### config.mk
export PLATFORM = sky130hd
export DESIGN_NAME = osc_capture_ctrl
export DESIGN_NICKNAME = d
export VERILOG_FILES = /design/src/rtl/osc_capture_ctrl.sv
export SDC_FILE = /design/constraint.sdc
export NUM_CORES = 1
export LEC_CHECK = 0
export ABC_AREA = 1
export CORE_UTILIZATION = 50
export DETAILED_ROUTE_END_ITERATION = 8
export PLACE_DENSITY = 0.79
export RECOVER_POWER = 50
export SLEW_MARGIN = 20
export SYNTH_ARGS = -nofsm -noshare
export SYNTH_HDL_FRONTEND = slang
export SYNTH_SLANG_ARGS = --single-unit
### constraint.sdc
create_clock -name clk -period 3.7 [get_ports clk]
set_clock_uncertainty 0.2 [all_clocks]
set_input_delay 1.11 -clock clk [delete_from_list [all_inputs] [get_ports clk]]
set_output_delay 1.11 -clock clk [all_outputs]
set_load 0.02 [all_outputs]
### src/rtl/osc_capture_ctrl.sv
// Oscilloscope capture sequencer: arm, trigger, push a decimated record to the FIFO, then dump it to the UART.
// Build option: define CAPTURE_HEADER_EN to send a 2-byte header (0xA5, {overflow, count[6:0]}) before each dump.
module osc_capture_ctrl #(
    parameter int DATA_W      = 8,
    parameter int CAPTURE_LEN = 256,
    parameter int CNT_W       = 9,
    parameter int DECIM_W     = 4
) (
    input  logic               clk,
    input  logic               rst,
    input  logic [DATA_W-1:0]  sample,
    input  logic               sample_valid,
    input  logic               arm,
    input  logic               force_trig,
    input  logic [DATA_W-1:0]  trig_level,
    input  logic [DECIM_W-1:0] decim,
    output logic               fifo_push,
    output logic [DATA_W-1:0]  fifo_din,
    output logic               fifo_pop,
    input  logic [DATA_W-1:0]  fifo_dout,
    input  logic               fifo_full,
    input  logic               fifo_empty,
    output logic               tx_start,
    output logic [DATA_W-1:0]  tx_data,
    input  logic               tx_busy,
    output logic               busy,
    output logic               done,
    output logic               overflow
);

    typedef enum logic [2:0] {
        S_IDLE, S_ARMED, S_CAPTURE, S_POP, S_LOAD, S_SEND, S_WAIT, S_DONE
    } state_t;

    state_t             state_reg, state_next;
    logic [DATA_W-1:0]  prev_reg, prev_next;
    logic [DATA_W-1:0]  din_reg, din_next;
    logic [DATA_W-1:0]  tx_data_reg, tx_data_next;
    logic [CNT_W-1:0]   count_reg, count_next;
    logic [DECIM_W-1:0] decim_cnt_reg, decim_cnt_next;
    logic               push_reg, push_next;
    logic               pop_reg, pop_next;
    logic               start_reg, start_next;
    logic               done_reg, done_next;
    logic               busy_reg;
    logic               overflow_reg, overflow_next;
    logic               level_trig;

`ifdef CAPTURE_HEADER_EN
    logic [1:0]         hdr_left_reg, hdr_left_next;
    logic [DATA_W-1:0]  hdr_byte;
    assign hdr_byte = DATA_W'({overflow_reg, count_reg[6:0]});
`endif

    assign level_trig = sample_valid && (prev_reg < trig_level) && (sample >= trig_level);

    always_comb begin
        state_next     = state_reg;
        prev_next      = prev_reg;
        din_next       = din_reg;
        tx_data_next   = tx_data_reg;
        count_next     = count_reg;
        decim_cnt_next = decim_cnt_reg;
        overflow_next  = overflow_reg;
        push_next      = 1'b0;
        pop_next       = 1'b0;
        start_next     = 1'b0;
        done_next      = 1'b0;
`ifdef CAPTURE_HEADER_EN
        hdr_left_next  = hdr_left_reg;
`endif
        case (state_reg)
            S_IDLE: begin
                if (arm) begin
                    state_next     = S_ARMED;
                    overflow_next  = 1'b0;
                    decim_cnt_next = '0;
                    count_next     = '0;
                    prev_next      = '1;
                end
            end
            S_ARMED: begin
                if (sample_valid)
                    prev_next = sample;
                if (level_trig) begin
                    push_next  = 1'b1;
                    din_next   = sample;
                    count_next = CNT_W'(1);
                    state_next = S_CAPTURE;
                end else if (force_trig) begin
                    count_next = '0;
                    state_next = S_CAPTURE;
                end
            end
            S_CAPTURE: begin
                if (count_reg == CNT_W'(CAPTURE_LEN)) begin
                    state_next = S_POP;
                end else if (sample_valid) begin
                    if (decim_cnt_reg == decim) begin
                        decim_cnt_next = '0;
                        if (fifo_full) begin
                            overflow_next = 1'b1;
                            state_next    = S_POP;
                        end else begin
                            push_next  = 1'b1;
                            din_next   = sample;
                            count_next = count_reg + CNT_W'(1);
                        end
                    end else begin
                        decim_cnt_next = decim_cnt_reg + DECIM_W'(1);
                    end
                end
`ifdef CAPTURE_HEADER_EN
                if (state_next == S_POP)
                    hdr_left_next = 2'd2;
`endif
            end
            S_POP: begin
`ifdef CAPTURE_HEADER_EN
                if (hdr_left_reg != 2'd0) begin
                    tx_data_next  = (hdr_left_reg == 2'd2) ? DATA_W'(8'hA5) : hdr_byte;
                    hdr_left_next = hdr_left_reg - 2'd1;
                    state_next    = S_SEND;
                end else
`endif
                if (fifo_empty) begin
                    state_next = S_DONE;
                end else begin
                    pop_next   = 1'b1;
                    state_next = S_LOAD;
                end
            end
            S_LOAD: begin
                // The pop strobe is visible during the first LOAD cycle; read data arrives one cycle later.
                if (!pop_reg) begin
                    tx_data_next = fifo_dout;
                    state_next   = S_SEND;
                end
            end
            S_SEND: begin
                if (!tx_busy) begin
                    start_next = 1'b1;
                    state_next = S_WAIT;
                end
            end
            S_WAIT: begin
                if (!start_reg && !tx_busy)
                    state_next = S_POP;
            end
            S_DONE: begin
                done_next  = 1'b1;
                state_next = S_IDLE;
            end
            default: state_next = S_IDLE;
        endcase
    end

    always_ff @(posedge clk or posedge rst) begin
        if (rst) begin
            state_reg     <= S_IDLE;
            prev_reg      <= '0;
            din_reg       <= '0;
            tx_data_reg   <= '0;
            count_reg     <= '0;
            decim_cnt_reg <= '0;
            overflow_reg  <= 1'b0;
            push_reg      <= 1'b0;
            pop_reg       <= 1'b0;
            start_reg     <= 1'b0;
            done_reg      <= 1'b0;
            busy_reg      <= 1'b0;
`ifdef CAPTURE_HEADER_EN
            hdr_left_reg  <= 2'd0;
`endif
        end else begin
            state_reg     <= state_next;
            prev_reg      <= prev_next;
            din_reg       <= din_next;
            tx_data_reg   <= tx_data_next;
            count_reg     <= count_next;
            decim_cnt_reg <= decim_cnt_next;
            overflow_reg  <= overflow_next;
            push_reg      <= push_next;
            pop_reg       <= pop_next;
            start_reg     <= start_next;
            done_reg      <= done_next;
            busy_reg      <= (state_next != S_IDLE);
`ifdef CAPTURE_HEADER_EN
            hdr_left_reg  <= hdr_left_next;
`endif
        end
    end

    assign fifo_push = push_reg;
    assign fifo_din  = din_reg;
    assign fifo_pop  = pop_reg;
    assign tx_start  = start_reg;
    assign tx_data   = tx_data_reg;
    assign done      = done_reg;
    assign busy      = busy_reg;
    assign overflow  = overflow_reg;

endmodule

== Word-level counts from Yosys, hierarchy flattened ==
Cells that the tools add are included.
Storage, ports and cells
  logic and storage cells: 103
  flip-flop bits (word level): 46
  bits of input ports: 36
  output and inout bits: 22
Operators by class
  multiplexer cells: 51
  bitwise logic cells: 1
  add/sub/neg operators: 2
  magnitude comparators: 2
  equal/unequal tests: 18
  reductions and logical operators: 17
Operators by type and width (count)
  $mux W9: 7
  $mux W8: 7
  $pmux W8 S2: 2
  $mux W3: 10
  $pmux W9 S3: 1
  $pmux W3 S8: 1
  $mux W4: 4
  $ne A2 B2 Y1 const B: 8
  $mux W1: 15
  $eq A3 B3 Y1 const B: 4
  $reduce_and A6 Y1: 2
  $add A9 B1 Y9 const B: 1
  $eq A9 B9 Y1 const B: 1
  $ge A8 B8 Y1: 1
  $lt A8 B8 Y1: 1
  $pmux W4 S2: 1
  $reduce_and A7 Y1: 1
  $eq A3 B2 Y1 const B: 2
  $reduce_bool A2 Y1: 3
  $reduce_bool A3 Y1: 2
  $add A4 B1 Y4 const B: 1
  $eq A4 B4 Y1: 1
  $pmux W1 S2: 2
  $reduce_and A4 Y1: 1
  other kinds (9): 12

== Depth between registers and ports, before layout ==
Gate-level depths: netlist of the first run.
  depth in word-level cells: 6
  gate-level depth with buffers: 14

== Least setup slack after synthesis of the first run ==
OpenSTA, ideal clock, no wires.
  kind: input to register
  start: input port trig_level[5]
  end: register count_reg[4]
  stages on the path: 10
  slack: 1.135 ns
  required time: 3.383 ns
  setup time: 0.117 ns
  path buffers: 0
  arrival: 2.248 ns
  cells stage by stage: inv_1 > ha_1 > a21oi_1 > o21bai_4 > a21oi_4 > nand3_2 > nand2_4 > nand2_4 > nand2_1 > nand2_1
Between the ends
  cells in the longest elaborated chain, start to end: 5
Ends and longest elaborated chain
  start, declared: RTL line 15  | input logic [DATA_W-1:0] trig_level,
  $lt A8 B8 Y1: RTL line 55  | assign level_trig = sample_valid && (prev_reg < trig_level) && (sample >= trig_level);
  $logic_and A1 B1 Y1: RTL line 55
  $logic_and A1 B1 Y1 (*): RTL line 55
  $ne A3 B3 Y1 (no source line) or $mux W9 (tied branches)
  $reduce_and A7 Y1 (no source line) or $pmux W9 S3 (tied branches)
  end signal, assigned: RTL line 180  | count_reg <= count_next;
  end, declared: RTL line 39  | logic [CNT_W-1:0] count_reg, count_next;
Mark *: on every way between the ends. The rest lies on a longest branch, timed or not.
A chain may end at the register's enable or synchronous reset.

== Worst setup path in the final report of the first run ==
  start: input port trig_level[7]
  end: register count_reg[4]
The elaborated chain is that of the path after synthesis.

==> results of run 1 <==
## Yosys cell counts (all sizes together)
cell type  instances  area share [%]
nand2             97              15
dfrtp             46              41
nor2              42             7.4
inv               32             4.4
nand3             24             4.6
ha                18             8.0
o21ai             16             3.3
a21oi             13             3.1
mux2               8             3.2
xor2               8             2.5
nor3               5             1.1
nor3b              5             1.3
buf                4             1.3
nand4              3            0.67
o21bai             2            0.94
and2               1            0.22
clkinv             1            0.58
nand3b             1            0.27
o21a               1            0.27
xnor2              1            0.31
## logic make-up after synthesis
logic type               after synthesis  synth area share [%]
AO/OA/AOI/OAI                         32                  7.59
XOR/XNOR                               9                  2.81
multiplexers                           8                  3.22
AND/OR/NAND/NOR                      178                  31.0
adder cells (fa/ha/maj)               18                  8.04
buffers and inverters                 37                  6.30
flip-flops                            46                  41.1
## power groups by stage
stage	Combinational [uW]	Clock, uW	Sequential (uW)
2_1_floorplan	799	0	928
3_3_place_gp	1280	0	821
3_5_place_dp	1300	0	829
4_1_cts	1300	326	820
5_1_grt	1420	347	846
6_report	1290	314	818
## critical path, cell delays in order
cell	delay, ns
clkdlybuf4s50_1	0.46
inv_1	0.06
ha_1	0.29
nand2_1	0.07
nor2_1	0.16
nand4_1	0.10
nand3_1	0.14
nand3_2	0.14
nand2_4	0.15
nand2_4	0.10
nand2_1	0.07
nand2_1	0.06
## layer usage
| metal | up-vias | GRT usage, % | wire, um |
|---|---|---|---|
| met5 | - | 0 | 0 |
| met4 | 0 | 7.69 | 82 |
| met3 | 8 | 3.69 | 172 |
| met2 | 39 | 38.0 | 3120 |
| met1 | 1132 | 26.4 | 2540 |
| li1 | 1179 | - | - |
## layout make-up
type / count / area, sq um
Clock inverter: 1 / 5.00
Sequential cell: 46 / 1150
Timing Repair Buffer: 59 / 578
Fill cell: 439 / 1720
Multi-Input combinational cell: 245 / 1470
Inverter: 33 / 139
Clock buffer: 7 / 86.3
Tap cell: 70 / 87.6
## worst paths after layout
kind                                from  cells past startpoint            to
max in group asynchronous            rst                      3  count_reg[2]
hold / removal               fifo_din[3]                      2   fifo_din[3]
min in group asynchronous            rst                      2    tx_data[7]
hold reg to reg              fifo_din[3]                      2   fifo_din[3]
setup / recovery           trig_level[7]                     12  count_reg[4]
setup reg to reg            count_reg[0]                     11   fifo_din[7]
## through the flow
stage	utilization (%)	instances	worst slack [ns]	hold WS, ns
3_3_place_gp	65.6	453	0.501	0.261
6_report	67.2	461	0.761	0.287
2_1_floorplan	-	328	1.14	0.253
3_5_place_dp	65.6	453	0.434	0.270
5_1_grt	67.2	461	0.551	0.304
4_1_cts	67.4	461	0.762	0.292
==> report_table.html, run 1 <==
<table>
<tr><th>Metric</th><th>Value</th></tr>
<tr><th colspan="2">Floorplan</th></tr>
<tr><td>Placeable core region</td><td>between 5000 and 6000 sq um</td></tr>
<tr><td>Overall die area</td><td>between 5000 and 6000 sq um</td></tr>
<tr><td>Initial Utilization</td><td>53.5%</td></tr>
<tr><td>Chip Width</td><td>just under 80 um</td></tr>
<tr><td>Count of pins on the block boundary</td><td>slightly below 60</td></tr>
<tr><td>Chip height</td><td>about 77 um</td></tr>
<tr><td>Row cnt</td><td>26</td></tr>
<tr><th colspan="2">Detailed routing</th></tr>
<tr><td>Routed length per placed instance</td><td>roughly 13 um</td></tr>
<tr><td>Count of TritonRoute iterations in the first routing pass</td><td>4</td></tr>
<tr><td>DRT antenna net count</td><td>0</td></tr>
<tr><td>Total Wirelength</td><td>just under 6000 um</td></tr>
<tr><td>Routed via count divided by cell count</td><td>roughly 5</td></tr>
<tr><td>Vias after detailed routing</td><td>about 2400</td></tr>
<tr><td>DR DRC count</td><td>0</td></tr>
<tr><td>Initial detailed-routing violation count</td><td>79</td></tr>
<tr><th colspan="2">Finish</th></tr>
<tr><td>Most frequent cells in the layout</td><td>80 x nand2_1, 46 x dfrtp_1, 46 x clkdlybuf4s50_1, 36 x nor2_1, 28 x inv_1</td></tr>
<tr><td>Count of nets after finishing</td><td>~440</td></tr>
<tr><td>Flip-flop count of the largest register, all copies and words added</td><td>9</td></tr>
<tr><td>Synth-to-layout area growth</td><td>25.7%</td></tr>
<tr><td>Fraction of final layout cells with drive strength greater than 1</td><td>between 10% and 20%</td></tr>
<tr><td>Most common cell after layout, fill and taps aside</td><td>nand2_1</td></tr>
<tr><td>Diodes inserted</td><td>0</td></tr>
<tr><td>Post-layout instance area</td><td>between 3000 and 4000 sq um</td></tr>
<tr><th colspan="2">STA</th></tr>
<tr><td>Final count of negative-setup-slack endpoints</td><td>0</td></tr>
<tr><td>Final worst-path cycle share</td><td>between 70% and 80%</td></tr>
<tr><td>Final slew viol count</td><td>0</td></tr>
<tr><td>Setup repair after global routing missed its margin</td><td>false</td></tr>
<tr><td>Transition at the pin with the smallest max-transition slack</td><td>0.831 ns</td></tr>
<tr><td>Max-slew headroom</td><td>between 40% and 50%</td></tr>
<tr><td>Min Clock Period, post-route</td><td>2.94 ns</td></tr>
<tr><td>Setup tns final</td><td>0 ns</td></tr>
<tr><td>Total count of hold-check failures in the final report</td><td>0</td></tr>
<tr><td>Maximum clock frequency</td><td>340 MHz</td></tr>
<tr><th colspan="2">Setup path</th></tr>
<tr><td>Worst Setup End Kind</td><td>flop</td></tr>
<tr><td>Critical path type</td><td>input pin to flop</td></tr>
<tr><td>CP required</td><td>~3.7 ns</td></tr>
<tr><td>Crit-path max FO</td><td>10</td></tr>
<tr><td>Worst R2R Setup Slack</td><td>between 1.5 and 2 ns</td></tr>
<tr><td>Worst setup SP type</td><td>input pin</td></tr>
<tr><td>Critical path data arrival time</td><td>2.92 ns</td></tr>
<tr><th colspan="2">Synthesis</th></tr>
<tr><td>Synthesis-stage register bit count</td><td>46</td></tr>
<tr><td>Net Count, Synth</td><td>around 380</td></tr>
<tr><td>Seq/Total Area, Yosys</td><td>between 40 and 50%</td></tr>
<tr><td>Total number of yosys warnings</td><td>0</td></tr>
<tr><td>Number of distinct library cells after synthesis</td><td>36</td></tr>
<tr><td>Mapped cell area</td><td>2800 sq um</td></tr>
<tr><td>Mean area per synthesized cell</td><td>around 8.5 sq um</td></tr>
<tr><td>Synthesized instance count</td><td>328</td></tr>
<tr><th colspan="2">Place</th></tr>
<tr><td>Half-perimeter wire length after detailed placement</td><td>roughly 4600 um</td></tr>
<tr><td>Total placed instance area</td><td>3440 sq um</td></tr>
<tr><td>Final Wtd Congestion</td><td>0.799</td></tr>
<tr><td>Port-buffer cells</td><td>57</td></tr>
<tr><th colspan="2">Clocking</th></tr>
<tr><td>Post-cts resize count</td><td>0</td></tr>
<tr><td>Reg clk slew, reported paths</td><td>around 0.080 ns</td></tr>
<tr><td>Bufs on Longest Clock Path</td><td>2</td></tr>
<tr><td>Count of hold-fix buffers inserted at cts</td><td>0</td></tr>
<tr><td>Clock tree from TritonCTS</td><td>yes</td></tr>
<tr><td>CTS sink count</td><td>46</td></tr>
<tr><td>Buffers inserted by post-CTS timing repair</td><td>0</td></tr>
<tr><td>Library cell used as clock root buffer</td><td>clkbuf_8</td></tr>
<tr><td>Cts bufs inserted</td><td>5</td></tr>
<tr><td>Clock latency reported for the late side of the worst-skew pair</td><td>roughly 0.30 ns</td></tr>
<tr><td>Clock H-tree levels</td><td>2</td></tr>
<tr><th colspan="2">Pwr</th></tr>
<tr><td>Total power density per cell area</td><td>slightly below 700 nW/um^2</td></tr>
<tr><td>Static power due to leakage</td><td>0.00168 uW</td></tr>
<tr><td>Peak supply drop</td><td>0.000394 V</td></tr>
<tr><td>Relative contribution of sequential cells to total power</td><td>about a third</td></tr>
<tr><td>Switching fraction of total power</td><td>between 40% and 50%</td></tr>
<tr><td>Fraction of power consumed by the clock network</td><td>between 10% and 20%</td></tr>
<tr><td>Combinational group share of total power</td><td>53.3%</td></tr>
<tr><td>Total internal power</td><td>approximately 1400 uW</td></tr>
<tr><td>Power spent charging and discharging nets</td><td>1050 uW</td></tr>
<tr><td>Total power</td><td>2420 uW</td></tr>
<tr><th colspan="2">Global routing</th></tr>
<tr><td>Final global-route overflow total</td><td>0</td></tr>
<tr><td>Pin count of the biggest net entering global routing</td><td>21</td></tr>
<tr><td>Global-route wire length before repair</td><td>10200 um</td></tr>
<tr><td>Total global-route track usage</td><td>approximately 22%</td></tr>
<tr><td>Number of global-route vias before repair</td><td>2294</td></tr>
<tr><td>Initial antenna violation count</td><td>0</td></tr>
<tr><th colspan="2">Run</th></tr>
<tr><td>Number of max-capacitance violations reported</td><td>0</td></tr>
<tr><th colspan="2">Worst hold path</th></tr>
<tr><td>Worst min-delay path class</td><td>flop to flop</td></tr>
<tr><th colspan="2">Outcome</th></tr>
<tr><td>Run status</td><td>complete, no violations</td></tr>
</table>
Note: power is estimated with default switching activity, not from simulation.
==> inputs of run 2 (changes only) <==
Settings changed: CORE_UTILIZATION 50 to 47, PLACE_DENSITY 0.79 to 0.78.
Clock period 3.7 ns to 2.6 ns, I/O delays scaled along.
==> run 2 against run 1 <==
Combinational power increased by 60%. Register-to-register slack got worse by 1.1 ns. Core utilization down 0.27 points. Total power grew 54%. Die area is 6.2% higher. Worst setup slack got worse by 0.70 ns. First-iteration DRC count rose by 16%. Hold slack worse by 0.0045 ns. Via count grew 3.3%.
==> report_table.html, run 2 (synthesized netlist as in run 1, its figures left out) <==
<table>
<tr><th>Metric</th><th>Value</th></tr>
<tr><th colspan="2">Outcome</th></tr>
<tr><td>Run status</td><td>complete, no violations</td></tr>
<tr><th colspan="2">Worst hold path</th></tr>
<tr><td>Worst hold stages</td><td>2</td></tr>
<tr><td>Worst min-delay path class</td><td>flop to flop</td></tr>
<tr><td>Min-delay src</td><td>fifo_din[2]</td></tr>
<tr><td>Hold path endpoint</td><td>fifo_din[2]</td></tr>
<tr><th colspan="2">Detailed routing</th></tr>
<tr><td>Total Wirelength</td><td>roughly 6300 um</td></tr>
<tr><td>Routed via count divided by cell count</td><td>5.07</td></tr>
<tr><td>Count of TritonRoute iterations in the first routing pass</td><td>4</td></tr>
<tr><td>DRT antenna net count</td><td>0</td></tr>
<tr><td>Vias after detailed routing</td><td>around 2400</td></tr>
<tr><td>Routed length per placed instance</td><td>~13 um</td></tr>
<tr><td>DR DRC count</td><td>0</td></tr>
<tr><td>Initial detailed-routing violation count</td><td>92</td></tr>
<tr><th colspan="2">Setup path</th></tr>
<tr><td>CP cell instances</td><td>clkdlybuf4s50_1 &gt; inv_1 &gt; ha_1 &gt; nand2_1 &gt; nor2_2 &gt; nand4_1 &gt; nand3_2 &gt; nand2_2 &gt; nand2_4 &gt; nand2_8 &gt; clkinv_8 &gt; nand2_2 &gt; nand2_1</td></tr>
<tr><td>Count of cells along the worst register-to-register path</td><td>11</td></tr>
<tr><td>CP required</td><td>about 2.6 ns</td></tr>
<tr><td>Crit path max-delay family</td><td>simple AND/OR/NAND/NOR gates</td></tr>
<tr><td>Launch instance of the worst register-to-register path</td><td>count_reg[0]</td></tr>
<tr><td>Worst setup SP type</td><td>input pin</td></tr>
<tr><td>Total stage count of the critical path</td><td>13</td></tr>
<tr><td>Worst R2R Setup Slack</td><td>approximately 0.46 ns</td></tr>
<tr><td>Buffer and inverter count on the worst path</td><td>3</td></tr>
<tr><td>Worst Setup End Kind</td><td>flop</td></tr>
<tr><td>Critical path data arrival time</td><td>around 2.6 ns</td></tr>
<tr><td>Critical path type</td><td>input pin to flop</td></tr>
<tr><td>Crit-path slowest cell</td><td>clkdlybuf4s50_1</td></tr>
<tr><td>Worst stage delay on the critical path</td><td>between 0.4 and 0.5 ns</td></tr>
<tr><td>Crit-path max FO</td><td>8</td></tr>
<tr><td>Reg-to-Reg End</td><td>fifo_din[6]</td></tr>
<tr><th colspan="2">STA</th></tr>
<tr><td>Final slew viol count</td><td>0</td></tr>
<tr><td>Maximum clock frequency</td><td>393 MHz</td></tr>
<tr><td>Transition at the pin with the smallest max-transition slack</td><td>between 1 and 1.5 ns</td></tr>
<tr><td>Final hold slack</td><td>approximately 0.28 ns</td></tr>
<tr><td>Max-slew headroom</td><td>23.7%</td></tr>
<tr><td>Min Clock Period, post-route</td><td>around 2.5 ns</td></tr>
<tr><td>Setup tns final</td><td>0 ns</td></tr>
<tr><td>Final count of negative-setup-slack endpoints</td><td>0</td></tr>
<tr><td>Total count of hold-check failures in the final report</td><td>0</td></tr>
<tr><td>Final worst-path cycle share</td><td>97.8%</td></tr>
<tr><th colspan="2">Place</th></tr>
<tr><td>Final Wtd Congestion</td><td>approximately 0.84</td></tr>
<tr><td>Half-perimeter wire length after detailed placement</td><td>about 4500 um</td></tr>
<tr><td>Port-buffer cells</td><td>57</td></tr>
<tr><td># placed instances</td><td>467</td></tr>
<tr><th colspan="2">Pwr</th></tr>
<tr><td>Total internal power</td><td>about 2100 uW</td></tr>
<tr><td>Power spent charging and discharging nets</td><td>1600 uW</td></tr>
<tr><td>Combinational group share of total power</td><td>54.9%</td></tr>
<tr><td>Switching fraction of total power</td><td>42.6%</td></tr>
<tr><td>Peak supply drop</td><td>roughly 0.00054 V</td></tr>
<tr><td>Total power density per cell area</td><td>between 900 and 1000 nW/um^2</td></tr>
<tr><td>Relative contribution of sequential cells to total power</td><td>a little under a third</td></tr>
<tr><td>Fraction of power consumed by the clock network</td><td>between 10 and 15%</td></tr>
<tr><td>Static power due to leakage</td><td>0.00180 uW</td></tr>
<tr><th colspan="2">Finish</th></tr>
<tr><td>Fraction of final layout cells with drive strength greater than 1</td><td>between 20% and 30%</td></tr>
<tr><td>Flip-flop count of the largest register, all copies and words added</td><td>9</td></tr>
<tr><td>Most frequent cells in the layout</td><td>79 x nand2_1, 52 x clkdlybuf4s50_1, 46 x dfrtp_1, 34 x nor2_1, 25 x inv_1</td></tr>
<tr><td>Final standard cell count with taps included and fillers excluded</td><td>480</td></tr>
<tr><td>Diodes inserted</td><td>0</td></tr>
<tr><td>Fill cell total of the finished layout</td><td>461</td></tr>
<tr><td>Count of nets after finishing</td><td>about 460</td></tr>
<tr><td>Synth-to-layout area growth</td><td>34.8%</td></tr>
<tr><td>Most common cell after layout, fill and taps aside</td><td>nand2_1</td></tr>
<tr><th colspan="2">Floorplan</th></tr>
<tr><td>Chip height</td><td>approximately 79 um</td></tr>
<tr><td>Placeable core region</td><td>around 5600 sq um</td></tr>
<tr><td>Initial Utilization</td><td>about half</td></tr>
<tr><td>Row cnt</td><td>27</td></tr>
<tr><td>Chip Width</td><td>~79 um</td></tr>
<tr><td>Overall die area</td><td>~6300 sq um</td></tr>
<tr><td>Count of pins on the block boundary</td><td>between 50 and 60</td></tr>
<tr><th colspan="2">Clocking</th></tr>
<tr><td>Clock latency reported for the late side of the worst-skew pair</td><td>0.30 ns</td></tr>
<tr><td>CTS sink count</td><td>46</td></tr>
<tr><td>Clock H-tree levels</td><td>2</td></tr>
<tr><td>Clock tree from TritonCTS</td><td>yes</td></tr>
<tr><td>Reg clk slew, reported paths</td><td>0.09 ns</td></tr>
<tr><td>Cts bufs inserted</td><td>5</td></tr>
<tr><td>Library cell used as clock root buffer</td><td>clkbuf_8</td></tr>
<tr><td>Bufs on Longest Clock Path</td><td>2</td></tr>
<tr><th colspan="2">Global routing</th></tr>
<tr><td>Total global-route track usage</td><td>between 20% and 30%</td></tr>
<tr><td>Global-route wire length before repair</td><td>slightly above 10000 um</td></tr>
<tr><td>Final global-route overflow total</td><td>0</td></tr>
<tr><td>Pin count of the biggest net entering global routing</td><td>47</td></tr>
<tr><td>Number of global-route vias before repair</td><td>around 2400</td></tr>
<tr><td>Initial antenna violation count</td><td>0</td></tr>
<tr><th colspan="2">Run</th></tr>
<tr><td>Number of max-capacitance violations reported</td><td>0</td></tr>
</table>
-- run 2: cell count changes in the layout (fill, tap and decap cells not counted), sizes merged, moves of 2 or more --
cell and delta:
clkdlybuf4s50 +6, dlygate4sd3 -8, clkinv +2, buf +17, clkbuf -3, dlymetal6s2s +2
-- run 2: worst register-to-register path, delay by kind of cell (launching register included) --
family | cells | cell delay [ns]
flip-flops | 1 | 0.42
AND/OR/NAND/NOR | 8 | 1.08
adder cells (fa/ha/maj) | 1 | 0.16
buffers and inverters | 2 | 0.17
-- run 2: layer usage --
layer | GRT usage [%] | up-vias | routed length [um]
met4 | 7.45 | 0 | 81
met3 | 2.87 | 7 | 234
met2 | 39.2 | 55 | 3320
met1 | 24.0 | 1157 | 2700
li1 | - | 1216 | -
met5 | 0 | - | 0
-- run 2: cell type report --
class / count / area (sq um) / area share, %
multi-input cells: 246 / 1570 / 41.5
clock buffers: 5 / 68.8 / 1.82
flip-flops and latches: 46 / 1150 / 30.5
clock inverters: 3 / 40.0 / 1.06
well taps: 72 / 90.1 / 2.38
inverters: 33 / 139 / 3.68
repair buffers: 75 / 721 / 19.1
-- run 2: worst max-delay path by stage --
stage | slack [ns] | end | startpoint
floorplan | 0.37 | count_reg[4] | trig_level[5]
global placement | -0.27 | count_reg[2] | trig_level[7]
detailed placement | -0.36 | count_reg[6] | trig_level[7]
CTS | 0.003 | count_reg[6] | trig_level[7]
global route | -0.03 | fifo_din[6] | trig_level[5]
finish | 0.06 | fifo_din[6] | trig_level[5]
-- run 2: power by group through the flow --
stage               logic (uW)  registers (uW)  clock network [uW]
floorplan                 1140            1320                   0
detailed placement        1890            1180                   0
global placement          1840            1160                   0
global route              2250            1200                 572
finish                    2060            1160                 527
CTS                       1960            1160                 543
-- run 2: stage by stage --
stage / instance area, sq um / setup slack, ns / util (%) / power, uW
floorplan: 2800 / 0.365 / - / 2460
global placement: 3540 / -0.270 / 62.8 / 3000
detailed placement: 3540 / -0.361 / 62.8 / 3070
CTS: 3680 / 0.00310 / 65.2 / 3670
global route: 3780 / -0.0318 / 67.0 / 4020
finish: 3780 / 0.0582 / 67.0 / 3740
-- run 2: repair_timing --
item / in CTS / in global routing
hold buffers: 0 / 0
endpoints found under the setup margin: 9 / 19
cloned: 0 / 1
resized for setup: 1 / 16
pin swaps: 1 / 13
buffers inserted: 2 / 2
